==> src/rtl/vga_timing_pkg.sv <==
// Shared 640x480@60 timing constants, VRAM geometry and the registered output bundle.
package vga_timing_pkg;

    localparam int CLK_DIV   = 4;
    localparam int SCALE     = 5;

    localparam int H_VISIBLE = 640;
    localparam int H_FP      = 16;
    localparam int H_SYNC    = 96;
    localparam int H_BP      = 48;
    localparam int H_TOTAL   = H_VISIBLE + H_FP + H_SYNC + H_BP;

    localparam int V_VISIBLE = 480;
    localparam int V_FP      = 10;
    localparam int V_SYNC    = 2;
    localparam int V_BP      = 33;
    localparam int V_TOTAL   = V_VISIBLE + V_FP + V_SYNC + V_BP;

    localparam int H_SYNC_START = H_VISIBLE + H_FP;
    localparam int H_SYNC_END   = H_SYNC_START + H_SYNC;
    localparam int V_SYNC_START = V_VISIBLE + V_FP;
    localparam int V_SYNC_END   = V_SYNC_START + V_SYNC;

    localparam int VRAM_COLS = 128;
    localparam int VRAM_ROWS = 96;
    localparam int VRAM_AW   = 14;

    typedef struct packed {
        logic               hsync_n;
        logic               vsync_n;
        logic               new_line;
        logic               new_frame;
        logic [VRAM_AW-1:0] vram_addr;
    } vga_out_t;

    localparam vga_out_t VGA_OUT_RST = '{hsync_n: 1'b1, vsync_n: 1'b1, new_line: 1'b0,
                                         new_frame: 1'b0, vram_addr: '0};

endpackage

==> src/rtl/vga_axis_counter.sv <==
// One timing axis: free-running position counter with visible/sync decode.
module vga_axis_counter #(
    parameter int VISIBLE = 640,
    parameter int FP      = 16,
    parameter int SYNC    = 96,
    parameter int BP      = 48,
    parameter int W       = $clog2(VISIBLE + FP + SYNC + BP + 1)
) (
    input  logic         clk,
    input  logic         rst_n,
    input  logic         en,
    output logic [W-1:0] count,
    output logic         wrap,
    output logic         active,
    output logic         sync_n
);

    localparam int TOTAL = VISIBLE + FP + SYNC + BP;
    localparam logic [W-1:0] LAST       = W'(TOTAL - 1);
    localparam logic [W-1:0] VIS_END    = W'(VISIBLE);
    localparam logic [W-1:0] SYNC_START = W'(VISIBLE + FP);
    localparam logic [W-1:0] SYNC_END   = W'(VISIBLE + FP + SYNC);

    // advance one position per enable, wrapping after the last back-porch position
    always_ff @(posedge clk or negedge rst_n) begin
        if (!rst_n)
            count <= '0;
        else if (en)
            count <= (count == LAST) ? '0 : count + 1'b1;
    end

    assign wrap   = en && (count == LAST);
    assign active = (count < VIS_END);
    assign sync_n = !((count >= SYNC_START) && (count < SYNC_END));

endmodule

==> src/rtl/vga_sync_timing_generator.sv <==
// Pixel-tick divider, H/V timing, 5x5 VRAM address scaling and output registers.
module vga_sync_timing_generator #(
    parameter int CLK_DIV   = vga_timing_pkg::CLK_DIV,
    parameter int H_VISIBLE = vga_timing_pkg::H_VISIBLE,
    parameter int H_FP      = vga_timing_pkg::H_FP,
    parameter int H_SYNC    = vga_timing_pkg::H_SYNC,
    parameter int H_BP      = vga_timing_pkg::H_BP,
    parameter int V_VISIBLE = vga_timing_pkg::V_VISIBLE,
    parameter int V_FP      = vga_timing_pkg::V_FP,
    parameter int V_SYNC    = vga_timing_pkg::V_SYNC,
    parameter int V_BP      = vga_timing_pkg::V_BP,
    parameter int SCALE     = vga_timing_pkg::SCALE,
    parameter int VRAM_COLS = vga_timing_pkg::VRAM_COLS
) (
    input  logic                                clk,
    input  logic                                reset,
    output logic                                pixel_tick,
    output logic                                VGA_HSYNC,
    output logic                                VGA_VSYNC,
    output logic                                new_line,
    output logic                                new_frame,
    output logic [vga_timing_pkg::VRAM_AW-1:0]  vram_addr
);

    localparam int AW    = vga_timing_pkg::VRAM_AW;
    localparam int DIV_W = (CLK_DIV > 1) ? $clog2(CLK_DIV) : 1;
    localparam int SUB_W = (SCALE > 1) ? $clog2(SCALE) : 1;
    localparam int COL_W = $clog2(VRAM_COLS);
    localparam int ROW_W = AW - COL_W;
    localparam int HW    = $clog2(H_VISIBLE + H_FP + H_SYNC + H_BP + 1);
    localparam int VW    = $clog2(V_VISIBLE + V_FP + V_SYNC + V_BP + 1);

    if (H_VISIBLE > SCALE * VRAM_COLS) begin : g_bad_geometry
        $error("H_VISIBLE exceeds SCALE*VRAM_COLS");
    end

    logic [DIV_W-1:0] div_cnt;
    logic [HW-1:0]    hcount;
    logic [VW-1:0]    vcount;
    logic             h_wrap, h_active, h_sync_n;
    logic             v_wrap, v_active, v_sync_n;
    logic [SUB_W-1:0] hsub, vsub;
    logic [COL_W-1:0] col;
    logic [ROW_W-1:0] row;
    logic             h_last_vis, v_last_vis;

    vga_timing_pkg::vga_out_t out_q, out_d;

    // pixel clock divider; tick is the last system clock of each pixel
    always_ff @(posedge clk or negedge reset) begin
        if (!reset)
            div_cnt <= '0;
        else if (pixel_tick)
            div_cnt <= '0;
        else
            div_cnt <= div_cnt + 1'b1;
    end

    assign pixel_tick = (div_cnt == DIV_W'(CLK_DIV - 1));

    vga_axis_counter #(.VISIBLE(H_VISIBLE), .FP(H_FP), .SYNC(H_SYNC), .BP(H_BP), .W(HW)) u_h (
        .clk(clk), .rst_n(reset), .en(pixel_tick),
        .count(hcount), .wrap(h_wrap), .active(h_active), .sync_n(h_sync_n)
    );

    vga_axis_counter #(.VISIBLE(V_VISIBLE), .FP(V_FP), .SYNC(V_SYNC), .BP(V_BP), .W(VW)) u_v (
        .clk(clk), .rst_n(reset), .en(h_wrap),
        .count(vcount), .wrap(v_wrap), .active(v_active), .sync_n(v_sync_n)
    );

    // Clearing at the last visible position as well as at wrap keeps col/row
    // from running past the VRAM edge during blanking.
    assign h_last_vis = (hcount == HW'(H_VISIBLE - 1));
    assign v_last_vis = (vcount == VW'(V_VISIBLE - 1));

    // col tracks hcount/SCALE across the visible part of each line
    always_ff @(posedge clk or negedge reset) begin
        if (!reset) begin
            hsub <= '0;
            col  <= '0;
        end else if (pixel_tick) begin
            if (h_wrap || h_last_vis) begin
                hsub <= '0;
                col  <= '0;
            end else if (h_active) begin
                if (hsub == SUB_W'(SCALE - 1)) begin
                    hsub <= '0;
                    col  <= col + 1'b1;
                end else begin
                    hsub <= hsub + 1'b1;
                end
            end
        end
    end

    // row tracks vcount/SCALE, stepping at the end of each visible line
    always_ff @(posedge clk or negedge reset) begin
        if (!reset) begin
            vsub <= '0;
            row  <= '0;
        end else if (h_wrap) begin
            if (v_wrap || v_last_vis) begin
                vsub <= '0;
                row  <= '0;
            end else if (v_active) begin
                if (vsub == SUB_W'(SCALE - 1)) begin
                    vsub <= '0;
                    row  <= row + 1'b1;
                end else begin
                    vsub <= vsub + 1'b1;
                end
            end
        end
    end

    // next output bundle: decode of the current position; address frozen in blanking
    always_comb begin
        out_d           = out_q;
        out_d.hsync_n   = h_sync_n;
        out_d.vsync_n   = v_sync_n;
        out_d.new_line  = h_active;
        out_d.new_frame = v_active;
        if (h_active && v_active)
            out_d.vram_addr = {row, col};
    end

    // all registered outputs update together, one clk behind the counters
    always_ff @(posedge clk or negedge reset) begin
        if (!reset)
            out_q <= vga_timing_pkg::VGA_OUT_RST;
        else
            out_q <= out_d;
    end

    assign VGA_HSYNC = out_q.hsync_n;
    assign VGA_VSYNC = out_q.vsync_n;
    assign new_line  = out_q.new_line;
    assign new_frame = out_q.new_frame;
    assign vram_addr = out_q.vram_addr;

endmodule

==> config.mk <==
export PLATFORM = sky130hd
export DESIGN_NAME = vga_sync_timing_generator
export DESIGN_NICKNAME = d
export VERILOG_FILES = /design/src/rtl/vga_timing_pkg.sv /design/src/rtl/vga_axis_counter.sv /design/src/rtl/vga_sync_timing_generator.sv
export SDC_FILE = /design/constraint.sdc
export NUM_CORES = 1
export LEC_CHECK = 0
export CAP_MARGIN = 20
export CORE_ASPECT_RATIO = 1.75
export CORE_MARGIN = 2
export CORE_UTILIZATION = 35
export CTS_BUF_LIST = sky130_fd_sc_hd__clkbuf_8
export DETAILED_ROUTE_END_ITERATION = 8
export GPL_ROUTABILITY_DRIVEN = 0
export GPL_TIMING_DRIVEN = 0
export SYNTH_ARGS = -nofsm -noshare
export SYNTH_HDL_FRONTEND = slang
export SYNTH_HIERARCHICAL = 1
export SYNTH_SLANG_ARGS = --single-unit
==> constraint.sdc <==
create_clock -name clk -period 3.75 [get_ports clk]
set_clock_uncertainty 0.2 [all_clocks]
set_input_delay 0.75 -clock clk [delete_from_list [all_inputs] [get_ports clk]]
set_output_delay 0.75 -clock clk [all_outputs]
set_load 0.02 [all_outputs]
# Word-level counts from Yosys, hierarchy flattened
# Cells that the tools add are included.
# op_classes
reduce_logical,17
eq_ne,7
n_mux,15
add_sub_neg,7
n_lt_le_gt_ge,6
# ops
operator,n
$mux 7,6
$eq 10x10->1 const B,3
$add 10x1->10 const B,2
$lt 10x10->1 const B,2
$lt 10x9->1 const B,2
$mux 10,2
$mux 3,6
$add 7x1->7 const B,2
$eq 10x9->1 const B,1
$ge 10x10->1 const B,1
$ge 10x9->1 const B,1
$reduce_bool 2->1,4
$add 3x1->3 const B,2
$eq 3x3->1 const B,2
$reduce_and 3->1,2
$logic_and 1x1->1,5
$reduce_and 2->1,2
$add 2x1->2 const B,1
$eq 2x2->1 const B,1
$logic_not 1->1,2
$logic_or 1x1->1,2
$mux 2,1
# word_totals
elab_cells,64
input_bits,2
register_bits,60

# Depth between registers and ports, before layout
# Gate-level depths: netlist (run 1).
# depth
word_depth,6
mapped_depth,10

# By module
# Netlist (run 1), hierarchy kept.
# by_module_without_submodules
mod,area_per_inst_um2,seq_area_each_um2,cells_per_inst,n_inst
vga_sync_timing_generator,1940.6,1003.5,164,1
vga_axis_counter at u_h,578.1,250.2,59,1
vga_axis_counter at u_v,569.3,250.2,56,1

# Worst setup path before layout (run 1)
# Ideal clock, no wire load.
# synth_timing
kind,register to register
start,reg div_cnt[0]
end,reg vsub[0]
t_required_ps,3429
slack_ps,854
stages_incl_launch_ff,11
period_less_slack_ps,2896
path_buffers,2
t_arrival_ps,2575
cell_sequence,dfrtp_1 ha_1 clkbuf_2 nand2_1 nor4_4 buf_2 inv_1 nor4_2 a41o_2 o21ai_0 a22o_1
# synth_via
elab_chain_len,6
# synth_rtl
item,line_no,rtl
"start, declared",vga_sync_timing_generator.sv:37,logic [DIV_W-1:0] div_cnt;
"start signal, assigned",vga_sync_timing_generator.sv:56,div_cnt <= div_cnt + 1'b1;
$eq 2x2->1 (*),vga_sync_timing_generator.sv:59,assign pixel_tick = (div_cnt == DIV_W'(CLK_DIV - 1));
net pixel_tick,vga_sync_timing_generator.sv:17,"output logic pixel_tick,"
$logic_and 1x1->1 (*),vga_axis_counter.sv:32,assign wrap = en && (count == LAST);
net h_wrap,vga_sync_timing_generator.sv:40,"logic h_wrap, h_active, h_sync_n;"
$logic_and 1x1->1 (*),vga_axis_counter.sv:32,
net v_wrap,vga_sync_timing_generator.sv:41,"logic v_wrap, v_active, v_sync_n;"
$logic_or 1x1->1 (*),vga_sync_timing_generator.sv:102,if (v_wrap || v_last_vis) begin
$reduce_bool 2->1 (no source line),-,
$reduce_and 2->1 (no source line),-,
"end signal, assigned",vga_sync_timing_generator.sv:110,vsub <= vsub + 1'b1;
"end, declared",vga_sync_timing_generator.sv:42,"logic [SUB_W-1:0] hsub, vsub;"
# The timed path passes the listed nets; every way through them passes the cells marked *.
# A chain may end at the register's enable or synchronous reset.

# Final worst setup path (run 1)
# layout_timing
start,reg div_cnt[0]
end,reg vsub[0]
# layout_via
elab_chain_len,6
# layout_rtl
item,line_no
$eq 2x2->1 (*),vga_sync_timing_generator.sv:59
$logic_and 1x1->1 (*),vga_axis_counter.sv:32
net h_wrap,vga_sync_timing_generator.sv:40
$logic_and 1x1->1 (*),vga_axis_counter.sv:32
net v_wrap,vga_sync_timing_generator.sv:41
$logic_or 1x1->1 (*),vga_sync_timing_generator.sv:102
$reduce_bool 2->1 (no source line),-
$reduce_and 2->1 (no source line),-
# Marked as above.

==> impl_metrics.env, run 1 <==
export IMPL_syn2layout_area_growth_pct=19.8
export IMPL_critPathKind="flip-flop to flip-flop"
export IMPL_worst_slew_pin_transition_ns=0.860
export IMPL_crit_arrival_ns=3.27
export IMPL_clock_path_buffers=2
export IMPL_rsz0062_at_grt="false"
export IMPL_ant_nets=0
export IMPL_maxCapViolations=0
export IMPL_setup_slack_ns=0.503
export IMPL_post_cts_buffers=0
export IMPL_fmax_mhz=308
export IMPL_maxSlewHeadroom=0.421
export IMPL_r2r_end="vsub[0]"
export IMPL_required_ns=3.78
export IMPL_finalSetupTns_ns=0
export IMPL_nets=324
export IMPL_endpoint_kind="flip-flop"
export IMPL_synth_edf_count=0
export IMPL_fin_crit_sh=0.866
export IMPL_viasPerCell=5.22
export IMPL_synth_area_sq_mm=0.00309
export IMPL_post_route_drc_count=0
export IMPL_dp_cells=417
export IMPL_critPathLaunchType="flip-flop"
export IMPL_drive_gt1_frac=0.199
export IMPL_tritoncts="yes"
export IMPL_grt_pass1_vias=2316
export IMPL_maxSlewViolCount=0
export IMPL_async_reset_ff_frac=1.00
export IMPL_die_height_microns=128
export IMPL_ys_seq_elements=60
export IMPL_finalWirelength_mm=5.99
export IMPL_clk_pin_slew_ns=0.07
export IMPL_drtPass1Iterations=4
export IMPL_track_usage=0.143
export IMPL_preCtsSetupSlack_ns=0.490
export IMPL_dieArea_sq_mm=0.00962
export IMPL_clk_latency_ns=0.34
export IMPL_synth_main_ff_cell="dfrtp_1"
export IMPL_fin_cells=433
export IMPL_r2r_cells=10
export IMPL_vias=2260
export IMPL_io_buffer_count=20
export IMPL_r2r_start="div_cnt[0]"
export IMPL_status="complete, no violations"
export IMPL_io_pins=21
export IMPL_ys_types=60
export IMPL_core_area_sq_mm=0.00861
export IMPL_yosys_warnings=6
export IMPL_post_cts_resized=0
export IMPL_crit_path_max_fanout=10
export IMPL_ys_seq_area_frac=0.487
export IMPL_syn_avg_cell_area_sq_um=11.1
export IMPL_drtIter0Drc=90
export IMPL_grt_pass1_wl_mm=10.6
export IMPL_totalPowerFinal_mw=1.39
export IMPL_h_tree_depth=3
export IMPL_cts_buffers=9
export IMPL_die_x_microns=75.0
export IMPL_r2r_slack_ns=0.50
export IMPL_synthCells=279
export IMPL_diodes=0
export IMPL_hpwl_mm=4.30
export IMPL_hold_buffers=0
export IMPL_synth_fp_nets=292
export IMPL_hold_viol_final=0
export IMPL_wl_per_cell_microns=13.8
export IMPL_grt_max_degree=33
export IMPL_hold_path_class="primary input to async pin"
export IMPL_p_leak_nw=1.56
export IMPL_start_util=0.358
export IMPL_clockRootBuffer="clkbuf_8"
export IMPL_vdd_drop_max_v=0.000169
export IMPL_fin_hold_ws_ns=0.230
export IMPL_pwr_density_cell_mw_per_mm2=375
export IMPL_antenna_found_initial=0
export IMPL_rows=45
export IMPL_period_needed_ns=3.25
export IMPL_clock_sinks=60
export IMPL_globalRoute_totalOverflow=0
export IMPL_finalSetupViolCount=0
cell families after synthesis:
kind of cell               count (synthesis)  share of synthesized area
buffers and inverters                     26                     0.0413
xor gates and xnor gates                   9                     0.0255
DFF                                       60                      0.487
muxes                                     16                     0.0571
adders and majority gates                 11                     0.0446
and+or+nand+nor                           96                      0.199
AOI/OAI and AO/OA                         61                      0.145
placed cells by master (no fill, tap or decap), types with 5 or more instances in the layout:
master,n
nor3_1,8
nand4_1,9
nand2_1,15
a22o_1,7
clkbuf_8,11
buf_2,6
o21ai_0,19
mux2_2,13
nor2_1,7
clkdlybuf4s50_1,19
ha_1,11
and3_1,5
inv_1,17
nand3_1,14
nor2b_1,6
dfrtp_1,58
xor2_1,5
cell usage after synthesis, types with 4 or more instances:
cell / count / area, sq um
nor3_1: 8 / 40.0
nand3_1: 14 / 70.1
inv_1: 16 / 60.1
and2_1: 4 / 25.0
ha_1: 11 / 138
mux2_2: 13 / 146
dfrtp_1: 58 / 1450
o21ai_0: 19 / 95.1
nand4_1: 9 / 56.3
xor2_1: 5 / 43.8
nand2_1: 15 / 56.3
a22o_1: 7 / 61.3
o22ai_1: 4 / 25.0
a21oi_1: 4 / 20.0
nor2b_1: 6 / 37.5
o31ai_1: 4 / 30.0
buf_2: 5 / 25.0
nor2_1: 7 / 26.3
and3_1: 5 / 31.3
o2bb2ai_1: 4 / 35.0
xnor2_1: 4 / 35.0
flip-flops by register name (all words and copies together) (netlist names):
signal / cells
u_h/count: 10
col: 7
vram_addr: 14
VGA_HSYNC: 1
hsub: 3
VGA_VSYNC: 1
new_line: 1
u_v/count: 10
row: 7
new_frame: 1
vsub: 3
div_cnt: 2
final cells by class:
class	count	area (sq um)
multi-input combinational	193	1460
clock buffer	11	151
fill	845	4910
tap	117	146
timing repair buffer	21	215
sequential	60	1500
inverter	16	60.1
buffer	10	67.6
clock inverter	5	98.8
how the worst max path moves through the flow:
stage / startpoint / to / slack, ns / cells after the start
finish: div_cnt[0] / vsub[0] / 0.50 / 10
global route: div_cnt[0] / vsub[0] / 0.23 / 10
CTS: div_cnt[0] / vsub[0] / 0.46 / 10
detailed placement: div_cnt[0] / vsub[0] / 0.49 / 10
global placement: reset / vram_addr[9] / -0.27 / 1
floorplan: div_cnt[0] / vsub[0] / 0.85 / 10
report_power, final:
part,total (mW),internal [mW],leakage [nW],switching [mW]
registers,0.647,0.647,0.791,0
logic,0.0151,0.00247,0.636,0.0126
clock network,0.725,0.474,0.131,0.251
total,1.39,1.12,1.56,0.263
per-stage QoR:
stage	util	instance area [sq um]
after detailed placement	0.400	3450
after global placement	0.399	3430
after floorplan	-	3090
after global routing	0.429	3700
final	0.429	3700
after CTS	0.429	3700
critical path, stage by stage, from the launching register on:
cell and delay, ns:
dfrtp_1 0.36, ha_1 0.32, clkbuf_2 0.24, nand2_1 0.19, nor4_4 0.45, buf_2 0.30, inv_1 0.09, nor4_2 0.31
a41o_2 0.28, o21ai_0 0.14, a22o_1 0.24
layer usage:
metal | GRT usage | routed length (microns) | up-vias
met2 | 0.251 | 3240 | 31
met4 | 0.0735 | 170 | 0
met1 | 0.158 | 2440 | 1113
li1 | - | - | 1105
met3 | 0.0291 | 138 | 11
met5 | 0 | 0 | -
Note: power is estimated with default switching activity, not from simulation.
==> run 2: changes to the inputs <==
- SKIP_CTS_REPAIR_TIMING: default -> 1
==> results of run 2 <==
Final layout, timing and power as in run 1 (identical DEF).
